`src/rtl/axioma_regpair_pkg.sv`:
```
// rtl/axioma_regpair_pkg.sv - shared op codes, states, pair indices and SREG flag positions
package axioma_regpair_pkg;

    typedef enum logic [1:0] {
        OP_MOVW = 2'b00,
        OP_ADIW = 2'b01,
        OP_SBIW = 2'b10,
        OP_WR16 = 2'b11
    } op_e;

    typedef enum logic [2:0] {
        ST_IDLE  = 3'd0,
        ST_READ  = 3'd1,
        ST_WR_LO = 3'd2,
        ST_WR_HI = 3'd3,
        ST_ERR   = 3'd4
    } state_e;

    localparam logic [3:0] X_PAIR = 4'd13;
    localparam logic [3:0] Y_PAIR = 4'd14;
    localparam logic [3:0] Z_PAIR = 4'd15;

    // Bit positions inside sreg_flags = {S,V,N,Z,C}
    localparam int FLAG_C = 0;
    localparam int FLAG_Z = 1;
    localparam int FLAG_N = 2;
    localparam int FLAG_V = 3;
    localparam int FLAG_S = 4;

    function automatic logic is_arith(input op_e op);
        return (op == OP_ADIW) || (op == OP_SBIW);
    endfunction

endpackage

```
`src/rtl/axioma_regpair_alu.sv`:
```
// rtl/axioma_regpair_alu.sv - 16-bit add/sub of a 6-bit constant with S/V/N/Z/C generation
module axioma_regpair_alu
    import axioma_regpair_pkg::*;
(
    input  logic [15:0] pair_i,
    input  logic [5:0]  k_i,
    input  logic        sub_i,
    output logic [15:0] res_o,
    output logic [4:0]  flags_o
);

    logic rh7;
    logic r15;

    always_comb begin
        res_o   = sub_i ? (pair_i - {10'd0, k_i}) : (pair_i + {10'd0, k_i});
        rh7     = pair_i[15];
        r15     = res_o[15];
        flags_o = '0;
        // Only the top bits matter since K never reaches bit 15
        flags_o[FLAG_C] = sub_i ? (r15 & ~rh7) : (~r15 & rh7);
        flags_o[FLAG_V] = sub_i ? (rh7 & ~r15) : (~rh7 & r15);
        flags_o[FLAG_N] = r15;
        flags_o[FLAG_Z] = (res_o == 16'd0);
        flags_o[FLAG_S] = r15 ^ flags_o[FLAG_V];
    end

endmodule

```
`src/rtl/axioma_regpair_seq.sv`:
```
// rtl/axioma_regpair_seq.sv - register-pair sequencer (MOVW/ADIW/SBIW/WR16); AXIOMA_REGPAIR_PTR_EN enables X/Y/Z pointer writes
module axioma_regpair_seq
    import axioma_regpair_pkg::*;
#(
    parameter int ADIW_MIN_PAIR = 12
) (
    input  logic        clk,
    input  logic        reset,
    input  logic        cmd_valid,
    output logic        cmd_ready,
    input  logic [1:0]  cmd_op,
    input  logic [3:0]  cmd_dst,
    input  logic [3:0]  cmd_src,
    input  logic [15:0] cmd_imm,
    output logic [4:0]  rs1_addr,
    input  logic [7:0]  rs1_data,
    output logic [4:0]  rs2_addr,
    input  logic [7:0]  rs2_data,
    output logic [4:0]  rd_addr,
    output logic [7:0]  rd_data,
    output logic        rd_write_en,
    output logic [15:0] ptr_data,
    output logic        x_write_en,
    output logic        y_write_en,
    output logic        z_write_en,
    output logic        busy,
    output logic        done,
    output logic        err,
    output logic [4:0]  sreg_flags,
    output logic        flags_valid
);

    localparam logic [3:0] MIN_PAIR = 4'(ADIW_MIN_PAIR);

    state_e      state_q, state_d;
    op_e         op_q, op_d;
    logic [3:0]  dst_q, dst_d;
    logic [3:0]  src_q, src_d;
    logic [5:0]  k_q, k_d;
    logic [15:0] res_q, res_d;
    logic [4:0]  pflags_q, pflags_d;
    logic [4:0]  sreg_q, sreg_d;

    logic [3:0]  rd_pair;
    logic        ptr_hit;
    logic [15:0] alu_res;
    logic [4:0]  alu_flags;

    axioma_regpair_alu u_alu (
        .pair_i  ({rs2_data, rs1_data}),
        .k_i     (k_q),
        .sub_i   (op_q == OP_SBIW),
        .res_o   (alu_res),
        .flags_o (alu_flags)
    );

`ifdef AXIOMA_REGPAIR_PTR_EN
    assign ptr_hit = (dst_q >= X_PAIR);
`else
    assign ptr_hit = 1'b0;
`endif

    assign cmd_ready = (state_q == ST_IDLE) && !reset;
    assign busy      = (state_q != ST_IDLE);
    assign rd_pair   = (op_q == OP_MOVW) ? src_q : dst_q;

    always_ff @(posedge clk or posedge reset) begin
        if (reset) begin
            state_q  <= ST_IDLE;
            op_q     <= OP_MOVW;
            dst_q    <= '0;
            src_q    <= '0;
            k_q      <= '0;
            res_q    <= '0;
            pflags_q <= '0;
            sreg_q   <= '0;
        end else begin
            state_q  <= state_d;
            op_q     <= op_d;
            dst_q    <= dst_d;
            src_q    <= src_d;
            k_q      <= k_d;
            res_q    <= res_d;
            pflags_q <= pflags_d;
            sreg_q   <= sreg_d;
        end
    end

    always_comb begin
        state_d     = state_q;
        op_d        = op_q;
        dst_d       = dst_q;
        src_d       = src_q;
        k_d         = k_q;
        res_d       = res_q;
        pflags_d    = pflags_q;
        sreg_d      = sreg_q;
        rs1_addr    = '0;
        rs2_addr    = '0;
        rd_addr     = '0;
        rd_data     = '0;
        rd_write_en = 1'b0;
        ptr_data    = '0;
        x_write_en  = 1'b0;
        y_write_en  = 1'b0;
        z_write_en  = 1'b0;
        done        = 1'b0;
        err         = 1'b0;
        flags_valid = 1'b0;
        sreg_flags  = sreg_q;

        case (state_q)
            ST_IDLE: begin
                if (cmd_valid && cmd_ready) begin
                    op_d  = op_e'(cmd_op);
                    dst_d = cmd_dst;
                    src_d = cmd_src;
                    k_d   = cmd_imm[5:0];
                    if (is_arith(op_e'(cmd_op)) && (cmd_dst < MIN_PAIR)) begin
                        state_d = ST_ERR;
                    end else if (op_e'(cmd_op) == OP_WR16) begin
                        res_d   = cmd_imm;
                        state_d = ST_WR_LO;
                    end else begin
                        state_d = ST_READ;
                    end
                end
            end
            ST_READ: begin
                rs1_addr = {rd_pair, 1'b0};
                rs2_addr = {rd_pair, 1'b1};
                res_d    = (op_q == OP_MOVW) ? {rs2_data, rs1_data} : alu_res;
                pflags_d = alu_flags;
                state_d  = ST_WR_LO;
            end
            ST_WR_LO: begin
                if (ptr_hit) begin
                    // Whole pair goes out through the pointer port in one cycle
                    ptr_data   = res_q;
                    x_write_en = (dst_q == X_PAIR);
                    y_write_en = (dst_q == Y_PAIR);
                    z_write_en = (dst_q == Z_PAIR);
                    done       = 1'b1;
                    if (is_arith(op_q)) begin
                        flags_valid = 1'b1;
                        sreg_flags  = pflags_q;
                        sreg_d      = pflags_q;
                    end
                    state_d = ST_IDLE;
                end else begin
                    rd_write_en = 1'b1;
                    rd_addr     = {dst_q, 1'b0};
                    rd_data     = res_q[7:0];
                    state_d     = ST_WR_HI;
                end
            end
            ST_WR_HI: begin
                rd_write_en = 1'b1;
                rd_addr     = {dst_q, 1'b1};
                rd_data     = res_q[15:8];
                done        = 1'b1;
                if (is_arith(op_q)) begin
                    flags_valid = 1'b1;
                    sreg_flags  = pflags_q;
                    sreg_d      = pflags_q;
                end
                state_d = ST_IDLE;
            end
            ST_ERR: begin
                err     = 1'b1;
                state_d = ST_IDLE;
            end
            default: state_d = ST_IDLE;
        endcase
    end

endmodule

```
`config.mk`:
```
export PLATFORM = sky130hd
export DESIGN_NAME = axioma_regpair_seq
export DESIGN_NICKNAME = d
export VERILOG_FILES = /design/src/rtl/axioma_regpair_pkg.sv /design/src/rtl/axioma_regpair_alu.sv /design/src/rtl/axioma_regpair_seq.sv
export SDC_FILE = /design/constraint.sdc
export NUM_CORES = 1
export LEC_CHECK = 0
export ABC_AREA = 1
export CAP_MARGIN = 30
export CORE_MARGIN = 2
export CORE_UTILIZATION = 50
export DETAILED_ROUTE_END_ITERATION = 10
export HOLD_SLACK_MARGIN = 0.03
export PLACE_DENSITY = 0.82
export SETUP_SLACK_MARGIN = 0.1
export SYNTH_ARGS = -nofsm -noshare
export SYNTH_HDL_FRONTEND = slang
export SYNTH_SLANG_ARGS = --single-unit
```
`constraint.sdc`:
```
create_clock -name clk -period 3.1 [get_ports clk]
set_input_delay 0.62 -clock clk [delete_from_list [all_inputs] [get_ports clk]]
set_output_delay 0.62 -clock clk [all_outputs]
set_load 0.03 [all_outputs]
```
==> out/metrics.yaml <==
outcome:
  status: "completed"
routing:
  via_per_inst: 5.16
  routedWlPerCell_um: 13.9
  num_vias: 3699
  ant_nets: 0
  finalWirelength_um: 9960
  firstDrtPassIters: 6
  drtIter0Drc: 261
  drc: 0
synth:
  syn_inst: 545
  synth_ff_type: "dfrtp_1"
  synth_common_cells: "123 x nand2_1, 80 x inv_1, 72 x nor2_1"
  ys_seq_elements: 45
  ys_types: 40
  yosysTopAreaCell: "dfrtp_1"
  async_flop_share_pct: 100
  synth_seq_area_share_pct: 30.5
  yosysMostFrequentCell: "nand2_1"
  synth_area_leaders: "dfrtp_1 30%, nand2_1 12%, inv_1 8.1%, nor2_1 7.3%, ha_1 6.8%"
  netlist.area_leader.share_pct: 30.5
  avgSynthCellArea_um2: 6.78
  synth_enable_flop_cells: 0
  netlist_area_mm2: 0.00370
  yosysWarnings: 0
critical_path:
  rrSetupSlack_ns: 0.35
  cp.arrival_ns: 2.20
  startpoint_type: "flop"
  reg2reg_from: "k_q[0]$_DFFE_PP0P_"
  worst-endpoint-required_ns: 2.48
  worstReg2RegEnd: "pflags_q[0]$_DFFE_PP0P_"
  worst-r2r-cell-count: 19
  cp_max_fo: 7
  max_stage_delay_ns: 0.44
  path_cells: "nor2_2 > inv_2 > nor2_4 > inv_2 > nor2_4 > mux2_2 > dlygate4sd2_1"
  endpoint_kind: "primary output"
  slowest_stage: "dfrtp_1"
  path_class: "reg -> out"
clock_tree:
  cts_root_buf: "clkbuf_8"
  numCtsBuffers: 5
  clock-sinks: 45
  clockBufferDepth: 2
  htree_levels: 2
  ctsHoldBuffers: 0
  clk-insertion-delay-late_ns: 0.29
  clkTransAtPathRegs_ns: 0.08
  tritoncts: "yes"
power_and_ir_drop:
  power.leakage_nw: 2.36
  finalPower_mw: 5.26
  ir_drop_mv: 0.562
  cellPowerDensity_mw_per_mm2: 1140
die:
  die_w_um: 90.0
  core_mm2: 0.00721
  dieArea_mm2: 0.00810
  start_util_pct: 51.2
  die_h_um: 90.0
  io_pins: 98
  rows: 31
sta:
  rsz0062_at_grt: "no"
  fin_skew_ns: 0.00564
  post-route-min-period_ns: 2.82
  fin_ws_ns: 0.283
  fin_tns_setup_ns: 0
  fmax_mhz: 355
  min_period_over_period_pct: 90.9
  setup_viol: 0
  slew_headroom_pct: 55.9
  maxSlewViolCount: 0
  whs_ns: 0.489
  finalHoldViolCount: 0
  worst_slew_pin_slew_ns: 0.661
place:
  dpl.hpwl_um: 7880
  gp_congestion: 0.942
  portBuffers: 77
  place_ws_ns: 0.195
cells_and_area:
  final_core_util_pct: 63.8
  layout-drive-gt1-share_pct: 7.93
  synthToLayoutAreaGrowth_pct: 24.5
  diodes: 0
  nets: 684
global_route:
  antenna_found_initial: 0
  globalRouteTotalUtil_pct: 24.6
  grt-ovfl-total: 0
  grt_pass1_vias: 3519
  grt_max_degree: 46
  grt_pass1_wl_um: 16200
min_path:
  hold_path_class: "reg -> reg"
  hold_path.startpoint: "sreg_q[4]$_DFF_PP0_"
  holdPathEnd: "sreg_q[4]$_DFF_PP0_"
  hold_depth: 1
run:
  cap_violations: 0
repair_timing:
item,CTS,global route
pin swaps,0,1
buffers inserted,0,1
endpoints found under the setup margin,4,21
gates resized for setup,4,14
metal layers:
| metal | wire (um) | share of wire, % | global-route usage, % |
|---|---|---|---|
| met1 | 4220 | 42 | 30.4 |
| met2 | 4930 | 49 | 43.2 |
| met3 | 576 | 5.8 | 4.61 |
| met4 | 236 | 2.4 | 8.46 |
| met5 | 0 | 0 | 0 |
layout by cell type, fill, tap and decap left out, types with 6 or more instances in the layout:
master,n
o21ai_0,26
nand3_1,20
mux2_2,7
inv_1,79
a21oi_1,45
clkbuf_8,6
nand2_1,122
clkdlybuf4s50_1,71
nand4_1,6
conb_1,20
dfrtp_1,45
a22oi_1,6
o211ai_1,7
nor2_1,72
ha_1,17
worst max-delay path: cells and delay by family (launching register included):
family | cells | cell delay, ns
flip-flops | 1 | 0.44
multiplexers | 1 | 0.38
buffers and inverters | 3 | 0.56
AND/OR/NAND/NOR | 3 | 0.52
through the flow:
stage / std cells / instance area, um2
2_1_floorplan: 564 / 3770
3_3_place_gp: 709 / 4460
3_5_place_dp: 709 / 4460
4_1_cts: 716 / 4540
5_1_grt: 717 / 4600
6_report: 717 / 4600
worst max path at each step:
| stage | from | endpoint | slack (ns) | cells past startpoint |
|---|---|---|---|---|
| 2_1_floorplan | state_q[2]$_DFFE_PP0P_ | sreg_flags[0] | 0.45 | 6 |
| 3_3_place_gp | op_q[0]$_DFFE_PP0P_ | pflags_q[0]$_DFFE_PP0P_ | 0.31 | 17 |
| 3_5_place_dp | op_q[0]$_DFFE_PP0P_ | res_q[15]$_DFFE_PP0P_ | 0.20 | 16 |
| 4_1_cts | op_q[0]$_DFFE_PP0P_ | rs1_addr[1] | 0.17 | 5 |
| 5_1_grt | op_q[0]$_DFFE_PP0P_ | pflags_q[0]$_DFFE_PP0P_ | 0.05 | 19 |
| 6_report | state_q[2]$_DFFE_PP0P_ | sreg_flags[2] | 0.28 | 7 |
flip-flops by register name, indices dropped and copies added (netlist names):
name	count
res_q	16
k_q	6
pflags_q	5
sreg_q	5
dst_q	4
src_q	4
state_q	3
op_q	2
area by class of cell:
class	count	area (um2)
Clock buffer	7	86.3
Fill cell	672	2610
Tap cell	99	124
Inverter	86	325
Multi-Input combinational cell	398	2130
Timing Repair Buffer	82	808
Sequential cell	45	1130
kinds of logic (layout without fill, tap and decap cells):
group           Yosys count  after routing  share of synthesized area (%)
xor+xnor                  4              4                          0.948
other cells               1             20                          0.101
buf+inv                 121            175                           15.2
flops                    45             45                           30.5
simple gates            241            241                           27.6
compound gates          103            103                           15.7
mux                       9              9                           2.74
fa+ha+maj                21             21                           7.31
power breakdown:
group	internal [mW]	switching [mW]
clock	0.177	0.187
sequential	0.863	0.140
combinational	1.39	2.51
Power figures use the tool's default switching activity.
